`config.mk`:
```
export PLATFORM = sky130hd
export DESIGN_NAME = preadd_mac_seq_flat
export DESIGN_NICKNAME = d
export VERILOG_FILES = /design/src/rtl/preadd_mac_if.sv /design/src/rtl/preadd_mac_seq.sv /design/src/flat_wrapper.sv
export SDC_FILE = /design/constraint.sdc
export NUM_CORES = 2
export LEC_CHECK = 0
export ABC_AREA = 1
export BUFFER_PORTS_ARGS = -buffer_cell sky130_fd_sc_hd__buf_2
export CAP_MARGIN = 10
export CORE_ASPECT_RATIO = 0.9
export CORE_MARGIN = 5
export CORE_UTILIZATION = 35
export CTS_BUF_LIST = sky130_fd_sc_hd__clkbuf_2 sky130_fd_sc_hd__clkbuf_4 sky130_fd_sc_hd__clkbuf_8
export CTS_CLUSTER_SIZE = 25
export DETAILED_ROUTE_END_ITERATION = 8
export PLACE_DENSITY = 0.55
export SKIP_LAST_GASP = 1
export SLEW_MARGIN = 10
export SYNTH_ARGS = -nofsm -noshare
export SYNTH_HDL_FRONTEND = slang
export SYNTH_SLANG_ARGS = --single-unit
```
`constraint.sdc`:
```
create_clock -name clk -period 11.2 [get_ports clk]
set_clock_uncertainty 0.15 [all_clocks]
set_input_delay 1.68 -clock clk [delete_from_list [all_inputs] [get_ports clk]]
set_output_delay 1.68 -clock clk [all_outputs]
set_load 0.02 [all_outputs]
```
`src/rtl/preadd_mac_if.sv`:
```
// Term-stream and result-stream bundle for the pre-adder MAC packet sequencer.
// The master side produces terms and consumes results; the slave side is the sequencer.
interface preadd_mac_if #(
    parameter int AW   = 18,
    parameter int BW   = 18,
    parameter int CNTW = 8
);
    localparam int MW = AW + 1 + BW;

    logic                 s_valid;
    logic                 s_ready;
    logic signed [AW-1:0] s_a;
    logic signed [AW-1:0] s_d;
    logic signed [BW-1:0] s_b;
    logic                 s_last;
    logic signed [MW-1:0] s_bias;

    logic                 m_valid;
    logic                 m_ready;
    logic signed [MW:0]   m_data;
    logic [CNTW-1:0]      m_terms;

    modport master (
        output s_valid, s_a, s_d, s_b, s_last, s_bias, m_ready,
        input  s_ready, m_valid, m_data, m_terms
    );

    modport slave (
        input  s_valid, s_a, s_d, s_b, s_last, s_bias, m_ready,
        output s_ready, m_valid, m_data, m_terms
    );
endinterface

```
`src/rtl/preadd_mac_seq.sv`:
```
// Packet sequencer around a pipelined pre-adder MAC: accumulates bias + sum((a+/-d)*b)
// per packet through the MAC cascade loop and queues each packet result in a 2-entry FIFO.

module cpreadder_mac_unit #(
    parameter int AW     = 18,
    parameter int BW     = 18,
    parameter int ADDSUB = 0,
    parameter int AREG   = 2,
    parameter int BREG   = 3,
    parameter int MW     = AW + 1 + BW
) (
    input  logic                 clk,
    input  logic signed [AW-1:0] ain,
    input  logic signed [AW-1:0] din,
    input  logic signed [BW-1:0] bin,
    input  logic signed [MW:0]   cin,
    output logic signed [MW:0]   pout
);
    // b is delayed one stage more than a/d so it meets the registered pre-add result
    logic signed [AW-1:0] a_pipe_reg [0:AREG-1];
    logic signed [AW-1:0] d_pipe_reg [0:AREG-1];
    logic signed [BW-1:0] b_pipe_reg [0:BREG-1];
    logic signed [AW:0]   ad_reg;
    logic signed [AW:0]   ad_next;
    logic signed [MW-1:0] ad_ext;
    logic signed [MW-1:0] b_ext;
    logic signed [MW-1:0] mult_reg;
    logic signed [MW-1:0] m_reg;
    logic signed [MW:0]   pout_reg;

    generate
        if (ADDSUB != 0) begin : g_sub
            assign ad_next = {a_pipe_reg[AREG-1][AW-1], a_pipe_reg[AREG-1]}
                           - {d_pipe_reg[AREG-1][AW-1], d_pipe_reg[AREG-1]};
        end else begin : g_add
            assign ad_next = {a_pipe_reg[AREG-1][AW-1], a_pipe_reg[AREG-1]}
                           + {d_pipe_reg[AREG-1][AW-1], d_pipe_reg[AREG-1]};
        end
    endgenerate

    assign ad_ext = {{BW{ad_reg[AW]}}, ad_reg};
    assign b_ext  = {{(AW+1){b_pipe_reg[BREG-1][BW-1]}}, b_pipe_reg[BREG-1]};

    always_ff @(posedge clk) begin
        a_pipe_reg[0] <= ain;
        d_pipe_reg[0] <= din;
        b_pipe_reg[0] <= bin;
        for (int i = 1; i < AREG; i++) begin
            a_pipe_reg[i] <= a_pipe_reg[i-1];
            d_pipe_reg[i] <= d_pipe_reg[i-1];
        end
        for (int i = 1; i < BREG; i++) begin
            b_pipe_reg[i] <= b_pipe_reg[i-1];
        end
        ad_reg   <= ad_next;
        mult_reg <= ad_ext * b_ext;
        m_reg    <= mult_reg;
        pout_reg <= {m_reg[MW-1], m_reg} + cin;
    end

    assign pout = pout_reg;
endmodule

module preadd_mac_seq #(
    parameter int AW     = 18,
    parameter int BW     = 18,
    parameter int ADDSUB = 0,
    parameter int CNTW   = 8
) (
    input  logic         clk,
    input  logic         rst_n,
    preadd_mac_if.slave  bus
);
    localparam int MW     = AW + 1 + BW;
    localparam int STAGES = 6;

    typedef struct packed {
        logic          first;
        logic          last;
        logic [MW-1:0] bias;
    } flag_t;

    logic                 accept;
    logic                 accept_last;
    logic                 pop;
    logic                 capture;

    logic [1:0]           outstanding_reg;
    logic                 first_pending_reg;
    logic [CNTW-1:0]      term_cnt_reg;
    logic [CNTW-1:0]      beat_cnt;

    flag_t                flag_pipe_reg [0:STAGES-1];
    flag_t                stage_in;

    logic signed [AW-1:0] mac_a;
    logic signed [AW-1:0] mac_d;
    logic signed [BW-1:0] mac_b;
    logic signed [MW:0]   mac_cin;
    logic signed [MW:0]   mac_pout;

    logic [CNTW-1:0]      cq_mem_reg [0:1];
    logic                 cq_wr_reg;
    logic                 cq_rd_reg;

    logic signed [MW:0]   rf_data_reg  [0:1];
    logic [CNTW-1:0]      rf_terms_reg [0:1];
    logic                 rf_wr_reg;
    logic                 rf_rd_reg;
    logic [1:0]           rf_cnt_reg;

    // Limiting in-flight packets to two keeps both the count queue and result FIFO from overflowing
    assign bus.s_ready  = (outstanding_reg < 2'd2);
    assign accept       = bus.s_valid && bus.s_ready;
    assign accept_last  = accept && bus.s_last;
    assign pop          = bus.m_valid && bus.m_ready;
    assign capture      = flag_pipe_reg[STAGES-1].last;

    // Idle cycles feed zeros so the product contributes nothing to the running sum
    assign mac_a = accept ? bus.s_a : '0;
    assign mac_d = accept ? bus.s_d : '0;
    assign mac_b = accept ? bus.s_b : '0;

    // Restart with the bias exactly when the packet's first product sits in the MAC's m register
    assign mac_cin = flag_pipe_reg[4].first
                   ? {flag_pipe_reg[4].bias[MW-1], flag_pipe_reg[4].bias}
                   : mac_pout;

    cpreadder_mac_unit #(
        .AW     (AW),
        .BW     (BW),
        .ADDSUB (ADDSUB),
        .AREG   (2),
        .BREG   (3),
        .MW     (MW)
    ) u_mac (
        .clk  (clk),
        .ain  (mac_a),
        .din  (mac_d),
        .bin  (mac_b),
        .cin  (mac_cin),
        .pout (mac_pout)
    );

    always_comb begin
        beat_cnt = term_cnt_reg;
        if (first_pending_reg) begin
            beat_cnt = CNTW'(1);
        end else if (term_cnt_reg != {CNTW{1'b1}}) begin
            beat_cnt = term_cnt_reg + CNTW'(1);
        end
    end

    always_comb begin
        stage_in = '0;
        if (accept) begin
            stage_in.first = first_pending_reg;
            stage_in.last  = bus.s_last;
            stage_in.bias  = bus.s_bias;
        end
    end

    always_ff @(posedge clk or negedge rst_n) begin
        if (!rst_n) begin
            for (int i = 0; i < STAGES; i++) begin
                flag_pipe_reg[i] <= '0;
            end
        end else begin
            flag_pipe_reg[0] <= stage_in;
            for (int i = 1; i < STAGES; i++) begin
                flag_pipe_reg[i] <= flag_pipe_reg[i-1];
            end
        end
    end

    always_ff @(posedge clk or negedge rst_n) begin
        if (!rst_n) begin
            first_pending_reg <= 1'b1;
            term_cnt_reg      <= '0;
        end else if (accept) begin
            first_pending_reg <= bus.s_last;
            term_cnt_reg      <= beat_cnt;
        end
    end

    always_ff @(posedge clk or negedge rst_n) begin
        if (!rst_n) begin
            outstanding_reg <= 2'd0;
        end else begin
            case ({accept_last, pop})
                2'b10:   outstanding_reg <= outstanding_reg + 2'd1;
                2'b01:   outstanding_reg <= outstanding_reg - 2'd1;
                default: outstanding_reg <= outstanding_reg;
            endcase
        end
    end

    // Final term counts wait here until their sums leave the MAC pipeline
    always_ff @(posedge clk or negedge rst_n) begin
        if (!rst_n) begin
            cq_mem_reg[0] <= '0;
            cq_mem_reg[1] <= '0;
            cq_wr_reg     <= 1'b0;
            cq_rd_reg     <= 1'b0;
        end else begin
            if (accept_last) begin
                cq_mem_reg[cq_wr_reg] <= beat_cnt;
                cq_wr_reg             <= ~cq_wr_reg;
            end
            if (capture) begin
                cq_rd_reg <= ~cq_rd_reg;
            end
        end
    end

    always_ff @(posedge clk or negedge rst_n) begin
        if (!rst_n) begin
            for (int i = 0; i < 2; i++) begin
                rf_data_reg[i]  <= '0;
                rf_terms_reg[i] <= '0;
            end
            rf_wr_reg  <= 1'b0;
            rf_rd_reg  <= 1'b0;
            rf_cnt_reg <= 2'd0;
        end else begin
            if (capture) begin
                rf_data_reg[rf_wr_reg]  <= mac_pout;
                rf_terms_reg[rf_wr_reg] <= cq_mem_reg[cq_rd_reg];
                rf_wr_reg               <= ~rf_wr_reg;
            end
            if (pop) begin
                rf_rd_reg <= ~rf_rd_reg;
            end
            case ({capture, pop})
                2'b10:   rf_cnt_reg <= rf_cnt_reg + 2'd1;
                2'b01:   rf_cnt_reg <= rf_cnt_reg - 2'd1;
                default: rf_cnt_reg <= rf_cnt_reg;
            endcase
        end
    end

    assign bus.m_valid = (rf_cnt_reg != 2'd0);
    assign bus.m_data  = rf_data_reg[rf_rd_reg];
    assign bus.m_terms = rf_terms_reg[rf_rd_reg];
endmodule

```
`src/flat_wrapper.sv`:
```
// flat-port wrapper written by rule: the top's interface ports become plain ports
module preadd_mac_seq_flat 
#(
    parameter int AW     = 18,
    parameter int BW     = 18,
    parameter int ADDSUB = 0,
    parameter int CNTW   = 8
)
  (clk, rst_n, bus_s_valid, bus_s_a, bus_s_d, bus_s_b, bus_s_last, bus_s_bias, bus_m_ready, bus_s_ready, bus_m_valid, bus_m_data, bus_m_terms);
  preadd_mac_if #(.AW(AW), .BW(BW), .CNTW(CNTW)) bus_i ();
  input  logic clk;
  input  logic rst_n;
  input wire logic [$bits(bus_i.s_valid)-1:0] bus_s_valid;
  input wire logic [$bits(bus_i.s_a)-1:0] bus_s_a;
  input wire logic [$bits(bus_i.s_d)-1:0] bus_s_d;
  input wire logic [$bits(bus_i.s_b)-1:0] bus_s_b;
  input wire logic [$bits(bus_i.s_last)-1:0] bus_s_last;
  input wire logic [$bits(bus_i.s_bias)-1:0] bus_s_bias;
  input wire logic [$bits(bus_i.m_ready)-1:0] bus_m_ready;
  output wire logic [$bits(bus_i.s_ready)-1:0] bus_s_ready;
  output wire logic [$bits(bus_i.m_valid)-1:0] bus_m_valid;
  output wire logic [$bits(bus_i.m_data)-1:0] bus_m_data;
  output wire logic [$bits(bus_i.m_terms)-1:0] bus_m_terms;
  assign bus_i.s_valid = bus_s_valid;
  assign bus_i.s_a = bus_s_a;
  assign bus_i.s_d = bus_s_d;
  assign bus_i.s_b = bus_s_b;
  assign bus_i.s_last = bus_s_last;
  assign bus_i.s_bias = bus_s_bias;
  assign bus_i.m_ready = bus_m_ready;
  assign bus_s_ready = bus_i.s_ready;
  assign bus_m_valid = bus_i.m_valid;
  assign bus_m_data = bus_i.m_data;
  assign bus_m_terms = bus_i.m_terms;
  preadd_mac_seq #(.AW(AW), .BW(BW), .ADDSUB(ADDSUB), .CNTW(CNTW)) u_core (.clk(clk), .rst_n(rst_n), .bus(bus_i));
endmodule
```
==> Word-level counts from Yosys, hierarchy flattened <==
Memory sizes are Yosys's and may differ from the RTL's.
Index checks and enable logic that the tools add are counted.
{ "totals": {"register_bits": 452, "ramBits": 126, "inputBits": 96, "out_inout_bits": 48, "mem_count": 3} }
{ "classes": {"addsub": 7, "n_mul": 1, "n_lt_le_gt_ge": 7, "n_eq_ne": 5, "n_mux": 27, "bitwise": 8, "reduce_logical": 8} }
{ "memory_table": {"columns": ["name", "words", "width", "read_ports", "rd_ports_with_merged_regs", "wr", "line", "source"], "rows": [
  ["u_core.u_mac.b_pipe_reg", 3, 18, 3, 0, 3, "preadd_mac_seq.sv:22", "logic signed [BW-1:0] b_pipe_reg [0:BREG-1];"],
  ["u_core.u_mac.a_pipe_reg", 2, 18, 2, 0, 2, "preadd_mac_seq.sv:20", "logic signed [AW-1:0] a_pipe_reg [0:AREG-1];"],
  ["u_core.u_mac.d_pipe_reg", 2, 18, 2, 0, 2, "preadd_mac_seq.sv:21", "logic signed [AW-1:0] d_pipe_reg [0:AREG-1];"]
]} }
{ "ops": {"columns": ["operator", "n"], "rows": [
  ["two-way mux 38 bit", 5],
  ["two-way mux 8 bit", 10],
  ["bitwise mux 76 bit", 1],
  ["two-way mux 18 bit", 3],
  ["two-way mux 39 bit", 1],
  ["adder 38 bit", 1],
  ["demux 38 bit (select 1 bit)", 1],
  ["multiplier 19 x 18 -> 37 bit", 1],
  ["bitwise mux 16 bit", 2],
  ["adder 18 x 18 -> 19 bit", 1],
  ["demux 8 bit (select 1 bit)", 2],
  ["adder 8 x 1 -> 8 bit (second input constant)", 1],
  ["greater-or-equal comparator 2 bit (second input constant)", 4],
  ["!= test 8 bit (second input constant)", 1],
  ["inverter 1 -> 2 bit", 4],
  ["one-hot mux 2 bit (2 select lines)", 2],
  ["nonzero test 2 bit", 3],
  ["logical AND 1 bit", 5],
  ["adder 2 x 1 -> 2 bit (second input constant)", 2],
  ["== test 2 x 1 -> 1 bit (second input constant)", 2],
  ["== test 2 bit (second input constant)", 2],
  ["< comparator 2 x 1 -> 1 bit (second input constant)", 2],
  ["inverter 1 bit", 4],
  ["subtractor 2 x 1 -> 2 bit (second input constant)", 2],
  ["< comparator 2 bit (second input constant)", 1]
]} }

==> Depth between registers and ports, before layout <==
{ "logic_depth": {"word_depth": 6, "mapped_depth": 28, "depth_no_buf": 26} }

==> Hierarchy <==
A second synthesis with hierarchy kept.
{ "unflattened": {"hier_cells": 4087, "hier_area_um2": 34709.5} }
{ "modules_own_cells": {"columns": ["module", "instances", "cells_each", "area_per_inst_um2", "seq_area_each_um2"], "rows": [
  ["cpreadder_mac_unit", 1, 2931, 23000.8, 5144.9],
  ["preadd_mac_seq", 1, 1156, 11708.7, 8034.0]
]} }

==> Worst setup path after synthesis <==
No wires, ideal clock.
{ "synth_timing": {"path_kind": "flip-flop to flip-flop", "from": "memory u_core.u_mac.b_pipe_reg[2][4] (netlist: u_core.u_mac.b_pipe_reg[0][40])", "to": "register u_core.u_mac.mult_reg[28]", "t_arrival_ps": 5419, "required_ps": 10937, "setup_slack_ps": 5519, "path_stages_with_launch": 22, "path_buffers": 2, "period_less_slack_ps": 5681, "cell_sequence": "dfxtp_1 -> clkbuf_1 -> clkbuf_1 -> nand2_1 -> fa_1 -> inv_1 -> fa_1 -> fa_1 -> fa_1 -> fa_1 -> inv_1 -> fa_1 -> inv_1 -> ha_1 -> nand2_2 -> nor2_4 -> inv_1 -> nor2_2 -> inv_1 -> or2_1 -> nand4_1 -> nand2_1"} }
{ "synth_rtl": {"columns": ["item", "line", "source"], "rows": [
  ["start: declaration", "preadd_mac_seq.sv:22", null],
  ["end signal: assignment", "preadd_mac_seq.sv:56", "mult_reg <= ad_ext * b_ext;"],
  ["end: declaration", "preadd_mac_seq.sv:27", "logic signed [MW-1:0] mult_reg;"]
]} }

==> summary.md <==
| Metric | Value |
|---|---|
| FMAX | roughly 160 MHz |
| Synth unique cells | slightly above 40 |
| # rows | 109 |
| Top FF cell, synth | dfrtp_1 |
| Core area | roughly 100000 sq um |
| Reg power frac | 0.319 |
| Non-Filler Instances | about 5500 |
| Die height | 307 microns |
| GPL Wtd Cong | between 0.9 and 1 |
| Clock power share | 0.210 |
| Sequential share of the synthesized area | 0.384 |
| CTS clock-pin slew for the worst setup and hold paths | roughly 0.060 ns |
| Avg Inst Size Synth | between 8 and 9 sq um |
| # placed instances | ~5400 |
| Routed WL per cell | between 10 and 15 microns |
| Net Sw Frac | 0.443 |
| Run status | completed |
| Resized Gates After CTS | 0 |
| Slew Limit Fails | 0 |
| Most frequent cell after synthesis | nand2_1 |
| Area grow syn2layout | 12.0% |
| Grt total ovfl | 0 |
| CTS Buf Count | 94 |
| Max VDD drop | 0.000101 V |
| Hpwl dp | 63600 microns |
| Vias | between 20000 and 25000 |
| First-pass GRT wire length | about 130000 microns |
| I/O pins | between 100 and 150 |
| Clock buffer depth | 3 |
| Largest net degree at the start of global routing | 99 |
| Synth area leader | dfrtp_1 |
| Nets | approximately 4800 |
| Crit. End Element | register |
| Top cell type's share of synthesized area | 0.233 |
| Crit-path max FO | 19 |
| Fillcell total | around 10000 |
| Cts hold-fix bufs | 0 |
| Synthesized instance count | about 4100 |
| Vias/cell | between 4 and 5 |
| Largest cells by area after synthesis | dfrtp_1, fa_1, dfxtp_1 |
| Starting Density | 0.351 |
| Clock H-tree levels | 3 |
| RSZ-0062 raised after global routing | false |
| Port Buf Inserts | 143 |
| Clk Latency, worst-skew pair | approximately 0.71 ns |
| Asr flop ratio synth | 0.555 |
| Chip width | around 340 microns |
| Synth warnings | 0 |
| Layout cells sized above 1 | 0.0914 |
| Initial antenna violation count | 1 |
| Max cap viols | 0 |
| Final ANT Viol Nets | 0 |
| Synthesized area | 34400 sq um |
| Post-synth EDFFs | 0 |
| Synth Net Count | between 4000 and 5000 |
| Arr. time, crit path | approximately 6.8 ns |
| Worst slew margin | 0.343 |
| Worst hold path depth | 0 |
| DRT Pass-1 Iters | 5 |
| Footprint of the multi-input gates | between 15000 and 20000 sq um |
| Vias in the first global route | ~25000 |
| Total Routing Usage GR | 0.160 |
| P_sw | around 4.3 mW |
| Clk Tree Root Cell | clkbuf_8 |
| Post-synthesis register bit count | roughly 580 |
| Final min period | 6.38 ns |
| Die ar. | 105000 sq um |
| Setup violators final | 0 |
| Commonest cells in the netlist | nand2_1, inv_1, fa_1 |
| Worst hold path type | reg -> reg |
| CTS tree | built |
| Seq. cell area | 13200 sq um |
| Critical path data required time | 11.63 ns |
| Cells on worst reg2reg path | 22 |
| CP Class | reg -> reg |
| Sink Count | 578 |
| DRT iter0 DRCs | between 1500 and 2000 |
| Leak pwr | 21.7 nW |
| Fin crit share | 0.569 |
| Internal power | 5.46 mW |
| Cell Pwr Density | between 200 and 300 nW/um^2 |
| Combinational power share | 0.471 |
| Final wirelength | approximately 81000 microns |
| Worst-Margin Slew | between 0.9 and 1 ns |
| Setup TNS | 0 ns |
| Setup crit start kind | register |
| Postcts setup bufs | 0 |
| Final hold vios | 0 |
| Max FFs per register | 195 |
| DRC viols | 0 |
==> layout by cell type, fill, tap and decap left out, drive strengths merged, types with 16 or more instances in the layout <==
cell type,netlist,routed
nand2,1154,1154
inv,966,971
fa,347,347
dfrtp,320,320
dfxtp,257,257
nor2,239,239
o21ai,196,196
ha,153,153
buf,20,152
clkbuf,104,144
a21oi,86,86
nand3,74,74
xor2,46,46
nand4,27,27
clkinv,0,16
==> power groups by stage <==
| stage | Clock [mW] | Combinational (mW) | Sequential [mW] |
|---|---|---|---|
| after floorplan | 0 | 3.48 | 2.84 |
| after detailed placement | 0 | 4.67 | 3.17 |
| after global routing | 2.23 | 5.34 | 3.20 |
| after CTS | 2.14 | 4.69 | 3.13 |
| final | 2.06 | 4.62 | 3.13 |
| after global placement | 0 | 4.65 | 3.16 |
==> layer usage <==
layer | wire length, microns | global-route usage
met1 | 39500 | 0.227
met2 | 36400 | 0.257
met3 | 3340 | 0.0234
met4 | 1860 | 0.0446
met5 | 0 | 0
==> critical path, stage by stage, from the launching register on <==
cell	delay, ns
dfxtp_1	0.78
nand2_1	0.19
inv_1	0.17
fa_1	0.44
inv_1	0.19
fa_1	0.45
inv_1	0.11
ha_1	0.32
inv_1	0.26
fa_1	0.53
inv_1	0.05
fa_1	0.53
inv_1	0.05
fa_1	0.47
inv_1	0.04
ha_1	0.38
nand2_1	0.19
nor2_1	0.27
nand2_1	0.21
inv_1	0.13
nand3_1	0.16
nand4_1	0.14
nand2_1	0.06
==> cell type report <==
type	count	share of cell area
flip-flops and latches	578	0.343
repair buffers	152	0.0206
clock inverters	33	0.0114
diodes	1	0.0000651
well taps	1276	0.0415
clock buffers	144	0.0458
multi-input cells	2384	0.444
inverters	966	0.0943
==> path summary, 6_finish.rpt <==
| kind | from | endpoint | slack [ns] |
|---|---|---|---|
| worst min-delay path | u_core.flag_pipe_reg[116] | u_core.flag_pipe_reg[77] | 0.16 |
| worst max-delay path | u_core.u_mac.b_pipe_reg[0][36] | u_core.u_mac.mult_reg[26] | 4.82 |
| worst max register to register | u_core.u_mac.b_pipe_reg[0][36] | u_core.u_mac.mult_reg[26] | 4.82 |
| worst min register to register | u_core.flag_pipe_reg[116] | u_core.flag_pipe_reg[77] | 0.16 |
| min in group asynchronous | rst_n | u_core.rf_data_reg[61] | 0.86 |
| max in group asynchronous | rst_n | u_core.flag_pipe_reg[152] | 7.61 |
==> cell families after synthesis <==
group,after synthesis,synth area share
DFF,578,0.384
muxes,6,0.00197
xor gates and xnor gates,58,0.0148
buffers and inverters,1090,0.120
AOI/OAI and AO/OA,303,0.0462
and+or+nand+nor,1517,0.176
adders and majority gates,500,0.258
==> metrics by stage <==
| stage | setup WS, ns | util | power (mW) | instance area (sq um) | hold slack, ns |
|---|---|---|---|---|---|
| detailed placement | 4.88 | 0.371 | 7.84 | 36300 | 0.162 |
| global route | 4.39 | 0.393 | 10.8 | 38500 | 0.148 |
| global placement | 4.87 | 0.371 | 7.80 | 36300 | 0.163 |
| CTS | 4.81 | 0.393 | 9.96 | 38500 | 0.154 |
| finish | 4.82 | 0.393 | 9.81 | 38500 | 0.161 |
| floorplan | 5.52 | - | 6.32 | 34400 | 0.160 |
Note: power is estimated with default switching activity, not from simulation.
